`config.mk`:
```
export PLATFORM = sky130hd
export DESIGN_NAME = rf_operand_fetch
export DESIGN_NICKNAME = d
export VERILOG_FILES = /design/src/rtl/rf_operand_fetch.sv
export SDC_FILE = /design/constraint.sdc
export NUM_CORES = 1
export LEC_CHECK = 0
export ABC_AREA = 1
export BUFFER_PORTS_ARGS = -buffer_cell sky130_fd_sc_hd__buf_2
export CAP_MARGIN = 20
export CORE_ASPECT_RATIO = 0.75
export CORE_MARGIN = 5
export CORE_UTILIZATION = 42
export DETAILED_ROUTE_END_ITERATION = 8
export PLACE_DENSITY = 0.7
export SYNTH_ARGS = -nofsm -noshare
export SYNTH_HDL_FRONTEND = slang
export SYNTH_SLANG_ARGS = --single-unit
```
`constraint.sdc`:
```
create_clock -name clk -period 1.4 [get_ports clk]
set_clock_uncertainty 0.05 [all_clocks]
set_input_delay 0.21 -clock clk [delete_from_list [all_inputs] [get_ports clk]]
set_output_delay 0.21 -clock clk [all_outputs]
set_load 0.05 [all_outputs]
```
`src/rtl/rf_operand_fetch.sv`:
```
// Operand fetch stage: hazard-checks decoded instructions against a per-register
// busy scoreboard, drives the register-file read ports and presents the operands
// to execute with a valid/ready handshake. Writebacks clear busy bits.
module rf_operand_fetch #(
  parameter int DEPTH = 8,
  parameter int ADDR  = 3,
  parameter int WIDTH = 16
) (
  input  logic             clk,
  input  logic             rst_n,
  input  logic             in_valid,
  output logic             in_ready,
  input  logic [ADDR-1:0]  in_src1,
  input  logic             in_src1_en,
  input  logic [ADDR-1:0]  in_src2,
  input  logic             in_src2_en,
  input  logic [ADDR-1:0]  in_dst,
  input  logic             in_dst_en,
  output logic             rf_r1_en,
  output logic [ADDR-1:0]  rf_r1_addr,
  output logic             rf_r2_en,
  output logic [ADDR-1:0]  rf_r2_addr,
  input  logic [WIDTH-1:0] rf_r1_data,
  input  logic [WIDTH-1:0] rf_r2_data,
  input  logic             wb_valid,
  input  logic [ADDR-1:0]  wb_addr,
  output logic             out_valid,
  input  logic             out_ready,
  output logic [WIDTH-1:0] out_op1,
  output logic [WIDTH-1:0] out_op2,
  output logic [ADDR-1:0]  out_dst,
  output logic             out_dst_en,
  output logic [DEPTH-1:0] busy
);

  // IDLE: nothing held; RD: read data arriving on rf_rN_data; HOLD: operands latched.
  typedef enum logic [1:0] {
    IDLE = 2'd0,
    RD   = 2'd1,
    HOLD = 2'd2
  } state_e;

  state_e           state_q;
  logic [DEPTH-1:0] busy_q, busy_d;
  logic [DEPTH-1:0] clr_vec;
  logic [ADDR-1:0]  dst_q;
  logic             dst_en_q, src1_en_q, src2_en_q;
  logic [WIDTH-1:0] op1_q, op2_q;
  logic             hazard;
  logic             accept;

  // Decode the writeback port into one clear strobe per register.
  always_comb begin
    // NOTE: every always_comb output gets a default first so no path can infer a latch.
    clr_vec = '0;
    for (int i = 0; i < DEPTH; i++) begin
      clr_vec[i] = wb_valid && (wb_addr == ADDR'(i));
    end
  end

  // RAW/WAW hazard: a used register is busy and is not being written back this cycle.
  always_comb begin
    hazard = (in_src1_en && busy_q[in_src1] && !clr_vec[in_src1])
          || (in_src2_en && busy_q[in_src2] && !clr_vec[in_src2])
          || (in_dst_en  && busy_q[in_dst]  && !clr_vec[in_dst]);
  end

  // A new instruction fits when the output slot is empty or is being drained.
  assign in_ready = !hazard && ((state_q == IDLE)
                            || (state_q == RD   && out_ready)
                            || (state_q == HOLD && out_ready));
  assign accept   = in_valid && in_ready;

  // Register-file reads issue in the accept cycle; data returns next cycle.
  assign rf_r1_en   = accept && in_src1_en;
  assign rf_r1_addr = in_src1;
  assign rf_r2_en   = accept && in_src2_en;
  assign rf_r2_addr = in_src2;

  // Scoreboard next state: clear on writeback, then set on accept so set wins.
  always_comb begin
    busy_d = busy_q & ~clr_vec;
    if (accept && in_dst_en) begin
      busy_d[in_dst] = 1'b1;
    end
  end

  // Scoreboard register.
  always_ff @(posedge clk or negedge rst_n) begin
    if (!rst_n) begin
      busy_q <= '0;
    end else begin
      // NOTE: sequential state uses non-blocking assignments so every flop samples pre-edge values.
      busy_q <= busy_d;
    end
  end

  // Output FSM with instruction capture and operand latch for stalls.
  always_ff @(posedge clk or negedge rst_n) begin
    if (!rst_n) begin
      state_q   <= IDLE;
      dst_q     <= '0;
      dst_en_q  <= 1'b0;
      src1_en_q <= 1'b0;
      src2_en_q <= 1'b0;
      op1_q     <= '0;
      op2_q     <= '0;
    end else begin
      // Accept is only possible when the current slot is empty or drains now.
      if (accept) begin
        dst_q     <= in_dst;
        dst_en_q  <= in_dst_en;
        src1_en_q <= in_src1_en;
        src2_en_q <= in_src2_en;
      end
      case (state_q)
        IDLE: begin
          if (accept) state_q <= RD;
        end
        RD: begin
          if (out_ready) begin
            state_q <= accept ? RD : IDLE;
          end else begin
            // Reg-file data is only valid for one cycle; keep it for the stall.
            state_q <= HOLD;
            op1_q   <= src1_en_q ? rf_r1_data : '0;
            op2_q   <= src2_en_q ? rf_r2_data : '0;
          end
        end
        HOLD: begin
          if (out_ready) begin
            state_q <= accept ? RD : IDLE;
          end
        end
        default: state_q <= IDLE;
      endcase
    end
  end

  // Operands come straight from the reg file in RD and from the latch in HOLD.
  always_comb begin
    out_op1 = '0;
    out_op2 = '0;
    if (state_q == RD) begin
      out_op1 = src1_en_q ? rf_r1_data : '0;
      out_op2 = src2_en_q ? rf_r2_data : '0;
    end else if (state_q == HOLD) begin
      out_op1 = op1_q;
      out_op2 = op2_q;
    end
  end

  assign out_valid  = (state_q != IDLE);
  assign out_dst    = dst_q;
  assign out_dst_en = dst_en_q;
  assign busy       = busy_q;

endmodule

```
==> flow_summary.toml <==
[die]
die-width_um = 108.4
initial_utilization_pct = 44.01
core_area_sq_um = 6929
row_count = 26
dieHeight_um = 83.79
fp.dieArea_sq_um = 9082
io_pins = 106

[worst_setup_path]
kind_of_start_point_of_the_critical_path = "register"
path_common_cell = "nand2_1"
cp_data_arrival_time_ns = 1.96
crit_chain = "nand2_1 > nand2_1 > nand2_1 > nand2_1 > nand2_1 > nand2_1 > nand4_1 > nand3_2 > nor2_4 > buf_4 > buf_6 > buf_8"
crit_path_end_kind = "output port"
worst_ep_required_time_ns = 1.14
crit_path_top_delay_cell = "dfrtp_2"
criticalPathCategory = "register to output port"
slowest_delay_ns = 0.45
critical_path_peak_fanout = 4

[place]
dpl_cell_area_sq_um = 4254
buffer_ports.inserted = 105
place.gp.congestion = 1.012
post-place-ws_ns = -0.6185
detailedPlacementHpwl_mm = 7.194

[sta]
slew_headroom_pct = 63.99
report.final.slew_viol_count = 0
final_hold_viol_count = 0
timing.final.crit_share_pct = 158.3
fmax_mhz = 451.3
finalHoldWorstSlack_ns = 0.08051
totalNegativeSetupSlack_ns = -40.41
max_slew.worst_pin.slew_ns = 0.5402
period_minus_slack_ns = 2.216
grt_setup_unrepaired = "yes"
setup_viol = 83
timing.final.ws_setup_ns = -0.8157

[detailed_routing]
route.detailed.vias_per_inst = 5.601
detail_route.wl_per_cell_um = 20.39
dr.max_layer_used = "met4"
detailroute.wirelength.met3_mm = 1.195
route.detailed.drc = 0
final_antenna_net_count = 0
post_route_m1_wl_mm = 5.786
drt-total-wl_mm = 14.78
drt_iter0_markers = 349
drtPass1Iterations = 5
vias = 4061
dr_wl_met2_mm = 7.178

[synthesis]
synth.yosys.seq_area_share_pct = 39.39
yosysWarnings = 0
synthMuxAreaShare_pct = 0
syn_inst = 457
combinational_family_with_the_most_area_after_synthesis = "simple AND/OR/NAND/NOR gates"
synthesis.area_sq_um = 3049
synth_cell_types = 20
synth-adder-area-share_pct = 0
netlist_top_cells_area = "dfrtp_1, nand2_1, nand3_1"
synth.largest_area_cell = "dfrtp_1"
ys_seq_elements = 48
avgSynthCellArea_sq_um = 6.672
mappedNetlistNets = 509
synth_simple_gate_area_share_pct = 33.98
post_synth_xor_area_fraction_pct = 0
synth_compound_area_share_pct = 13.66
yosysTopAreaCellShare_pct = 39.39

[cells_and_area]
diodes = 0
syn_to_final_growth_pct = 92.53
drive_above_1_share_pct = 55.34
nNetsFinal = 679
nFillCells = 359
finish.instance_area_sq_um = 5871

[power_and_ir_drop]
vdd_drop_max_v = 0.001252
leakage_nw = 2.699
power_per_cell_area_nw_per_um2 = 1589
total_power_mw = 9.331

[status]
failed_checks = "negative setup slack"
outcome = "finished, violations left"

[global_routing]
grt_start_max_net_pins = 49
first_global_vias = 3848
grt_pass1_wl_mm = 19.57
antenna_found_initial = 0
track_usage_pct = 27.20
grt.overflow.total = 0

[flow_run]
max_cap_violations = 0

[clocking]
h-tree-depth = 2
tritoncts = "done"
cts_buffers = 5
worst_setup_hold_path_clk_slew_ns = 0.10
clock_root_cell = "clkbuf_8"
clk-insertion-delay-late_ns = 0.30
clock_tree.buffer_depth = 2
tritoncts_num_sinks = 48

[hold_path]
holdCritPathClass = "input port to register"
==> state kept, by name, indices dropped and copies added (netlist names) <==
register and cells:
op2_q 16, src2_en_q 1, op1_q 16, state_q 2
out_dst 3, src1_en_q 1, busy 8, out_dst_en 1
==> through the flow <==
step           std cells  util, %
5_1_grt              725    84.72
3_3_place_gp         684    61.39
6_report             725    84.72
2_1_floorplan        457        -
4_1_cts              714    76.47
3_5_place_dp         684    61.39
==> cell usage after synthesis (all sizes together) <==
master and count:
o21ai 76, buf 12, nand2 114, nand3 84
clkbuf 20, o21a 1, nor2 25, a21oi 5
inv 63, nand4 9, dfrtp 48
==> report_power, final <==
part / internal, mW / leakage, nW / switching (mW)
combinational: 2.11 / 2.02 / 3.72
clock: 0.704 / 0.0642 / 0.506
sequential: 1.97 / 0.613 / 0.324
total: 4.78 / 2.70 / 4.55
==> routing by layer <==
layer  up-vias  track usage (%)
li1       1835                -
met1      1918            37.71
met2       246            43.06
met3        62            4.718
met4         0            8.716
met5         -                0
==> layout make-up <==
type / count / area (sq um) / share of cell area, %
multi-input cells: 314 / 2328 / 39.66
repair buffers: 195 / 1833 / 31.22
flip-flops and latches: 48 / 1211 / 20.63
clock inverters: 2 / 60.06 / 1.023
well taps: 98 / 122.6 / 2.089
inverters: 63 / 246.5 / 4.199
clock buffers: 5 / 68.82 / 1.172
==> logic make-up (layout without fill, tap and decap cells) <==
group,count (synthesis),after routing
and+or+nand+nor,232,232
buffers and inverters,95,265
AOI/OAI and AO/OA,82,82
DFF,48,48
==> timing repair <==
item                                    in CTS  in global routing
endpoints found under the setup margin      83                 85
setup buffers                               14                 16
pin swaps                                    2                  1
cloned                                       9                  1
hold buffers                                 1                  0
resized for setup                          167                 94
hold endpoints to repair                    48                  0
==> worst paths after layout <==
kind | from | end | slack [ns] | depth (start not counted)
setup reg to reg | busy[6] | busy[0] | -0.71 | 15
setup / recovery | busy[6] | in_ready | -0.82 | 12
hold / removal | out_ready | state_q[1] | 0.08 | 2
hold reg to reg | out_dst_en | out_dst_en | 0.44 | 2
max in group asynchronous | rst_n | busy[5] | 0.67 | 3
min in group asynchronous | rst_n | op2_q[14] | 0.38 | 3
==> cells in the final DEF (no fill, tap or decap), types with 12 or more instances in the layout <==
| cell type | netlist | final |
|---|---|---|
| nand2_1 | 110 | 105 |
| buf_2 | 4 | 73 |
| buf_4 | 7 | 55 |
| inv_1 | 55 | 48 |
| dfrtp_1 | 48 | 40 |
| nand3_4 | 0 | 36 |
| o21ai_2 | 0 | 36 |
| buf_6 | 1 | 33 |
| nand3_1 | 82 | 28 |
| o21ai_1 | 3 | 21 |
| nand3_2 | 2 | 20 |
| nor2_1 | 20 | 17 |
| buf_12 | 0 | 16 |
| o21ai_4 | 0 | 13 |
| inv_2 | 8 | 12 |
==> worst max-delay path: cells and delay by family, from the launching register on <==
family | cells | cell delay [ns]
buffers and inverters | 3 | 0.42
DFF | 1 | 0.45
and+or+nand+nor | 9 | 0.80
Note: power is estimated with default switching activity, not from simulation.
